==> src/rtl/block_stack_pkg.sv <==
// Shared definitions for the block-stacking game.
// Holds the FSM state encoding, the shift direction type and the
// default playfield geometry used by block_stack_fsm and its shifter.
package block_stack_pkg;

  typedef enum logic [2:0] {
    ST_INIT = 3'd0,
    ST_IDLE = 3'd1,
    ST_MOVE = 3'd2,
    ST_LOCK = 3'd3,
    ST_WIN  = 3'd4,
    ST_LOSE = 3'd5
  } state_e;

  typedef enum logic {
    DIR_LEFT  = 1'b0,
    DIR_RIGHT = 1'b1
  } dir_e;

  localparam int         NUM_ROWS  = 8;
  localparam logic [7:0] START_SEG = 8'b0000_0111;
  localparam int         ROW_W     = 3;
  localparam logic [3:0] SCORE_MAX = 4'd8;

endpackage

==> src/rtl/block_stack_shifter.sv <==
// Next-position logic for the moving segment.
// Ports:
//   seg      - current segment (bit i = column i)
//   dir      - current direction of travel
//   seg_next - segment after one move
//   dir_next - direction after one move (flipped on a bounce)
// A segment touching the wall it is heading for reverses and moves away
// on the same step; a full-width segment cannot move and holds.
module block_stack_shifter
  import block_stack_pkg::*;
(
  input  logic [7:0] seg,
  input  dir_e       dir,
  output logic [7:0] seg_next,
  output dir_e       dir_next
);

  always_comb begin
    seg_next = seg;
    dir_next = dir;
    if (seg != 8'hFF) begin
      if (dir == DIR_LEFT) begin
        if (seg[7]) begin
          dir_next = DIR_RIGHT;
          seg_next = seg >> 1;
        end else begin
          seg_next = seg << 1;
        end
      end else begin
        if (seg[0]) begin
          dir_next = DIR_LEFT;
          seg_next = seg << 1;
        end else begin
          seg_next = seg >> 1;
        end
      end
    end
  end

endmodule

==> src/rtl/block_stack_fsm.sv <==
// Block-stacking game controller.
// Clears the display, then lets a segment slide back and forth on the
// current row; each lock keeps only the columns supported by the row
// below. Reaching the top row wins, losing all columns loses.
// Ports:
//   board_clk    - clock, rising edge
//   reset        - asynchronous active-high reset
//   tick         - move-enable pulse
//   btn_scen     - lock / restart pulse
//   start        - level, sampled only in IDLE
//   row_data     - row contents for the display (bit i = column i)
//   row_index    - destination row, 0 = bottom
//   write_strobe - one-cycle display write pulse
//   score        - rows locked successfully (saturates at 8)
//   state        - FSM state encoding
//   win, lose    - game result flags
module block_stack_fsm #(
  parameter int         NUM_ROWS  = block_stack_pkg::NUM_ROWS,
  parameter logic [7:0] START_SEG = block_stack_pkg::START_SEG
) (
  input  logic       board_clk,
  input  logic       reset,
  input  logic       tick,
  input  logic       btn_scen,
  input  logic       start,
  output logic [7:0] row_data,
  output logic [2:0] row_index,
  output logic       write_strobe,
  output logic [3:0] score,
  output logic [2:0] state,
  output logic       win,
  output logic       lose
);
  import block_stack_pkg::*;

  localparam logic [ROW_W-1:0] LAST_ROW = ROW_W'(NUM_ROWS - 1);

  function automatic logic [3:0] score_sat_inc(input logic [3:0] s);
    return (s >= SCORE_MAX) ? SCORE_MAX : s + 4'd1;
  endfunction

  state_e           state_q, state_d;
  logic [7:0]       seg_q, seg_d;
  dir_e             dir_q, dir_d;
  logic [7:0]       below_q, below_d;
  logic [ROW_W-1:0] cur_row_q, cur_row_d;
  logic [3:0]       score_q, score_d;
  logic [7:0]       row_data_q, row_data_d;
  logic [2:0]       row_index_q, row_index_d;
  logic             strobe_q, strobe_d;
  logic             win_q, win_d;
  logic             lose_q, lose_d;

  logic [7:0] seg_nx;
  dir_e       dir_nx;
  logic [7:0] locked;

  block_stack_shifter u_shifter (
    .seg      (seg_q),
    .dir      (dir_q),
    .seg_next (seg_nx),
    .dir_next (dir_nx)
  );

  assign locked = seg_q & below_q;

  always_comb begin
    state_d     = state_q;
    seg_d       = seg_q;
    dir_d       = dir_q;
    below_d     = below_q;
    cur_row_d   = cur_row_q;
    score_d     = score_q;
    row_data_d  = row_data_q;
    row_index_d = row_index_q;
    strobe_d    = 1'b0;
    win_d       = win_q;
    lose_d      = lose_q;

    case (state_q)
      // cur_row doubles as the row counter for the clear sequence
      ST_INIT: begin
        strobe_d    = 1'b1;
        row_data_d  = 8'h00;
        row_index_d = cur_row_q;
        score_d     = 4'd0;
        win_d       = 1'b0;
        lose_d      = 1'b0;
        if (cur_row_q == LAST_ROW) begin
          cur_row_d = '0;
          state_d   = ST_IDLE;
        end else begin
          cur_row_d = cur_row_q + 1'b1;
        end
      end

      ST_IDLE: begin
        if (start) begin
          seg_d     = START_SEG;
          cur_row_d = '0;
          below_d   = 8'hFF;
          dir_d     = DIR_LEFT;
          state_d   = ST_MOVE;
        end
      end

      // Pulses landing while the previous write is still on the bus are
      // ignored, so two writes can never be back to back.
      ST_MOVE: begin
        if (!strobe_q) begin
          if (btn_scen) begin
            state_d = ST_LOCK;
          end else if (tick) begin
            seg_d       = seg_nx;
            dir_d       = dir_nx;
            strobe_d    = 1'b1;
            row_data_d  = seg_nx;
            row_index_d = cur_row_q;
          end
        end
      end

      ST_LOCK: begin
        strobe_d    = 1'b1;
        row_data_d  = locked;
        row_index_d = cur_row_q;
        if (locked == 8'h00) begin
          lose_d  = 1'b1;
          state_d = ST_LOSE;
        end else if (cur_row_q == LAST_ROW) begin
          score_d = score_sat_inc(score_q);
          win_d   = 1'b1;
          state_d = ST_WIN;
        end else begin
          score_d   = score_sat_inc(score_q);
          below_d   = locked;
          seg_d     = locked;
          cur_row_d = cur_row_q + 1'b1;
          state_d   = ST_MOVE;
        end
      end

      ST_WIN, ST_LOSE: begin
        if (btn_scen) begin
          win_d     = 1'b0;
          lose_d    = 1'b0;
          cur_row_d = '0;
          state_d   = ST_INIT;
        end
      end

      default: begin
        cur_row_d = '0;
        state_d   = ST_INIT;
      end
    endcase
  end

  always_ff @(posedge board_clk or posedge reset) begin
    if (reset) begin
      state_q     <= ST_INIT;
      seg_q       <= START_SEG;
      dir_q       <= DIR_LEFT;
      below_q     <= 8'hFF;
      cur_row_q   <= '0;
      score_q     <= 4'd0;
      row_data_q  <= 8'h00;
      row_index_q <= 3'd0;
      strobe_q    <= 1'b0;
      win_q       <= 1'b0;
      lose_q      <= 1'b0;
    end else begin
      state_q     <= state_d;
      seg_q       <= seg_d;
      dir_q       <= dir_d;
      below_q     <= below_d;
      cur_row_q   <= cur_row_d;
      score_q     <= score_d;
      row_data_q  <= row_data_d;
      row_index_q <= row_index_d;
      strobe_q    <= strobe_d;
      win_q       <= win_d;
      lose_q      <= lose_d;
    end
  end

  assign row_data     = row_data_q;
  assign row_index    = row_index_q;
  assign write_strobe = strobe_q;
  assign score        = score_q;
  assign state        = state_q;
  assign win          = win_q;
  assign lose         = lose_q;

endmodule

==> config.mk <==
export PLATFORM = sky130hd
export DESIGN_NAME = block_stack_fsm
export DESIGN_NICKNAME = d
export VERILOG_FILES = /design/src/rtl/block_stack_pkg.sv /design/src/rtl/block_stack_shifter.sv /design/src/rtl/block_stack_fsm.sv
export SDC_FILE = /design/constraint.sdc
export NUM_CORES = 1
export LEC_CHECK = 0
export CAP_MARGIN = 20
export CELL_PAD_IN_SITES_DETAIL_PLACEMENT = 0
export CELL_PAD_IN_SITES_GLOBAL_PLACEMENT = 1
export CORE_MARGIN = 3
export CORE_UTILIZATION = 44
export CTS_CLUSTER_SIZE = 10
export DETAILED_ROUTE_END_ITERATION = 6
export PLACE_DENSITY_LB_ADDON = 0.1
export SYNTH_ARGS = -nofsm -noshare
export SYNTH_HDL_FRONTEND = slang
export SYNTH_SLANG_ARGS = --single-unit
==> constraint.sdc <==
create_clock -name board_clk -period 2.5 [get_ports board_clk]
set_clock_uncertainty 0.15 [all_clocks]
set_input_delay 0.625 -clock board_clk [delete_from_list [all_inputs] [get_ports board_clk]]
set_output_delay 0.625 -clock board_clk [all_outputs]
set_load 0.02 [all_outputs]
==> metrics <==
Synth top cells by count=dfrtp_1, nand2_1, nor2_1; GRT overflow=0; Synth Area per Inst=10.04 um2; mux contribution to synthesized area=0.09140; Final min period=2.366 ns; cts bufs inserted=5; HPWL Detailed=3868 um; Worst-Margin Slew=0.5196 ns; clock tree root buffer cell=clkbuf_8; hold path start=row_index[0]$_DFFE_PP0P_; Mapped Cells=229; Site Rows=25; pwr dens=1308 nW/um2; Synth Area in Adders=0.02176; Critical path buffers and inverters=1; filler instances=459; delay-heaviest family, CP=buffers and inverters; number of placed cells counting well taps=323; postcts setup bufs=0; layout cells sized above 1=0.2197; Synth Area in Compound Gates=0.1583; Area contributors post-synth=dfrtp_1, dfstp_2, mux2i_1; I/O pins=26; clock latency on the worst-skew pair=0.30 ns; status=finished clean; CP max-delay cell=clkdlybuf4s50_1; crit share post-route=0.9463; Die Wd=78.30 um; PortBufs=25; R2R cell count=7; clock sinks=41; # Max-Cap Violations=0; Post-CTS Resized=0; hold path cells=2; Max Slew Vio Count=0; final non-filler cell total=about 330; ys flop type=dfrtp_1; # nets final=272; DRC Markers=0; worst hold path class=register to register; core area=roughly 4900 um2; Max Clk Rate=approximately 420 MHz; most common cell in the netlist=dfrtp_1; Antenna Violating Nets Remaining=0; Worst setup SP type=register; max incr delay on CP=around 0.69 ns; crit path DAT=1.59 ns; DR WL/cell=15.79 um; Vias=1843; Antenna Cells=0; Syn Nets=238; R2R Setup Slk=around 0.34 ns; gr usage total=0.1922; DR iter-0 viols=102; CTS Hold Buffers Added=0; CTS tree=done; setup TNS=0 ns; worst-path maximum fanout=13; antenna violations before repair=0; synthesis-to-finish area growth=21.82%; reg-to-reg endpoint=seg_q[6]$_DFFE_PP0P_; Yosys top cell area share=0.3264; routed wire length=5225 um; Post-Synthesis Cell Area=about 2300 um2; Fin. Hold Viols=0; Synth Area in XOR/XNOR=0.003808; worst r2r src=cur_row_q[0]$_DFFE_PP0P_; vias in the first global route=1775; Via density=about 5.6; Worst Path Class, Setup=register to output port; # setup viols final=0; Synth cell types=54; Async SR Flop Fraction=1.000; pre-CTS setup slack=0.01799 ns; Synth area leader=dfrtp_1; relative slew slack=0.6536; main combinational cell family by area after synthesis=simple AND/OR/NAND/NOR gates; CP Cell Sequence=clkdlybuf4s50_1; fin worst setup slack=0.1343 ns; Die H=78.30 um; DRT Pass-1 Iters=4; worst endpoint required time=1.73 ns; cell leakage power=~1.2 nW; Max Root-Sink Buffers=2; crit path from=state[2]$_DFFE_PP0P_; Placer Congestion=0.8207; Ys Warns=0; Simple-Gate Fraction of Synth Area=0.2231; CTS H-Tree Depth=2; worst hold endpoint=row_index[0]$_DFFE_PP0P_; Die Area=6130 um2; first-pass GRT wire length=9225 um; Clk pin slew, worst setup/hold paths=0.08 ns; sequential fraction of the synthesis area=0.4521; Synth Register Bits=41; Post-synth EDFFs=0; peak supply drop=between 400 and 500 uV; Crit. End Element=output port; Initial Util=0.4713; largest net degree at the start of global routing=42; RSZ-0062 raised after global routing=no
power by group:
group	internal [mW]	total [mW]	leakage [nW]	switching [mW]
logic	0.817	1.78	0.625	0.963
registers	0.970	1.24	0.516	0.275
clock network	0.397	0.641	0.0681	0.244
total	2.18	3.67	1.21	1.48
per-layer routing:
metal  GRT usage  wire, um
met4     0.07168        83
met2      0.2723      2295
met3     0.03899       255
met1      0.2876      2590
met5           0         0
through the flow:
step,utilization,hold WS [ns],area [um2],power (mW)
floorplan,-,0.3071,2300,2.458
global placement,0.5467,0.3075,2668,3.027
detailed placement,0.5467,0.3153,2668,3.041
CTS,0.5741,0.3343,2801,3.690
global route,0.5741,0.3652,2801,3.950
finish,0.5741,0.3282,2801,3.665
kinds of logic after synthesis:
kind of cell	after synthesis
buf+inv	23
mux	19
simple gates	89
xor+xnor	1
fa+ha+maj	4
flops	41
compound gates	52
layout make-up:
class / count / area [um2] / area share
Clock inverter: 3 / 65.06 / 0.02322
Timing Repair Buffer: 39 / 355.3 / 0.1268
Tap cell: 67 / 83.83 / 0.02992
Inverter: 11 / 42.54 / 0.01519
Clock buffer: 5 / 68.82 / 0.02456
Sequential cell: 41 / 1040 / 0.3711
Multi-Input combinational cell: 165 / 1146 / 0.4091
worst max path at each step:
stage	end	slack, ns	depth (start not counted)
4_1_cts	state[2]	0.14	1
3_5_place_dp	row_data[5]$_DFFE_PP0P_	0.02	7
3_3_place_gp	seg_q[7]$_DFFE_PP0P_	0.04	6
6_report	state[2]	0.13	1
5_1_grt	state[2]	0.06	1
2_1_floorplan	row_data[7]$_DFFE_PP0P_	0.45	6
state kept, by name, indices dropped and copies added (netlist names):
signal and cells:
below_q 8, cur_row_q 3, dir_q 1, lose 1, row_data 8, row_index 3, score 4, seg_q 8
state 3, win 1, write_strobe 1
cell usage in the layout (no fill, tap or decap), types with 5 or more instances in the layout:
cell type        synthesis  final
dfstp_2                 11     11
nand2b_1                 6      6
o21ai_0                 12     12
dfrtp_1                 30     30
o22a_1                   7      7
mux2i_1                 12     12
clkbuf_8                 0      5
buf_4                    0     14
a21oi_1                  6      6
inv_1                    9      9
clkdlybuf4s50_1          0     25
nor2_1                  18     18
nand3_1                  6      6
nand2_1                 26     26
Note: power is estimated with default switching activity, not from simulation.
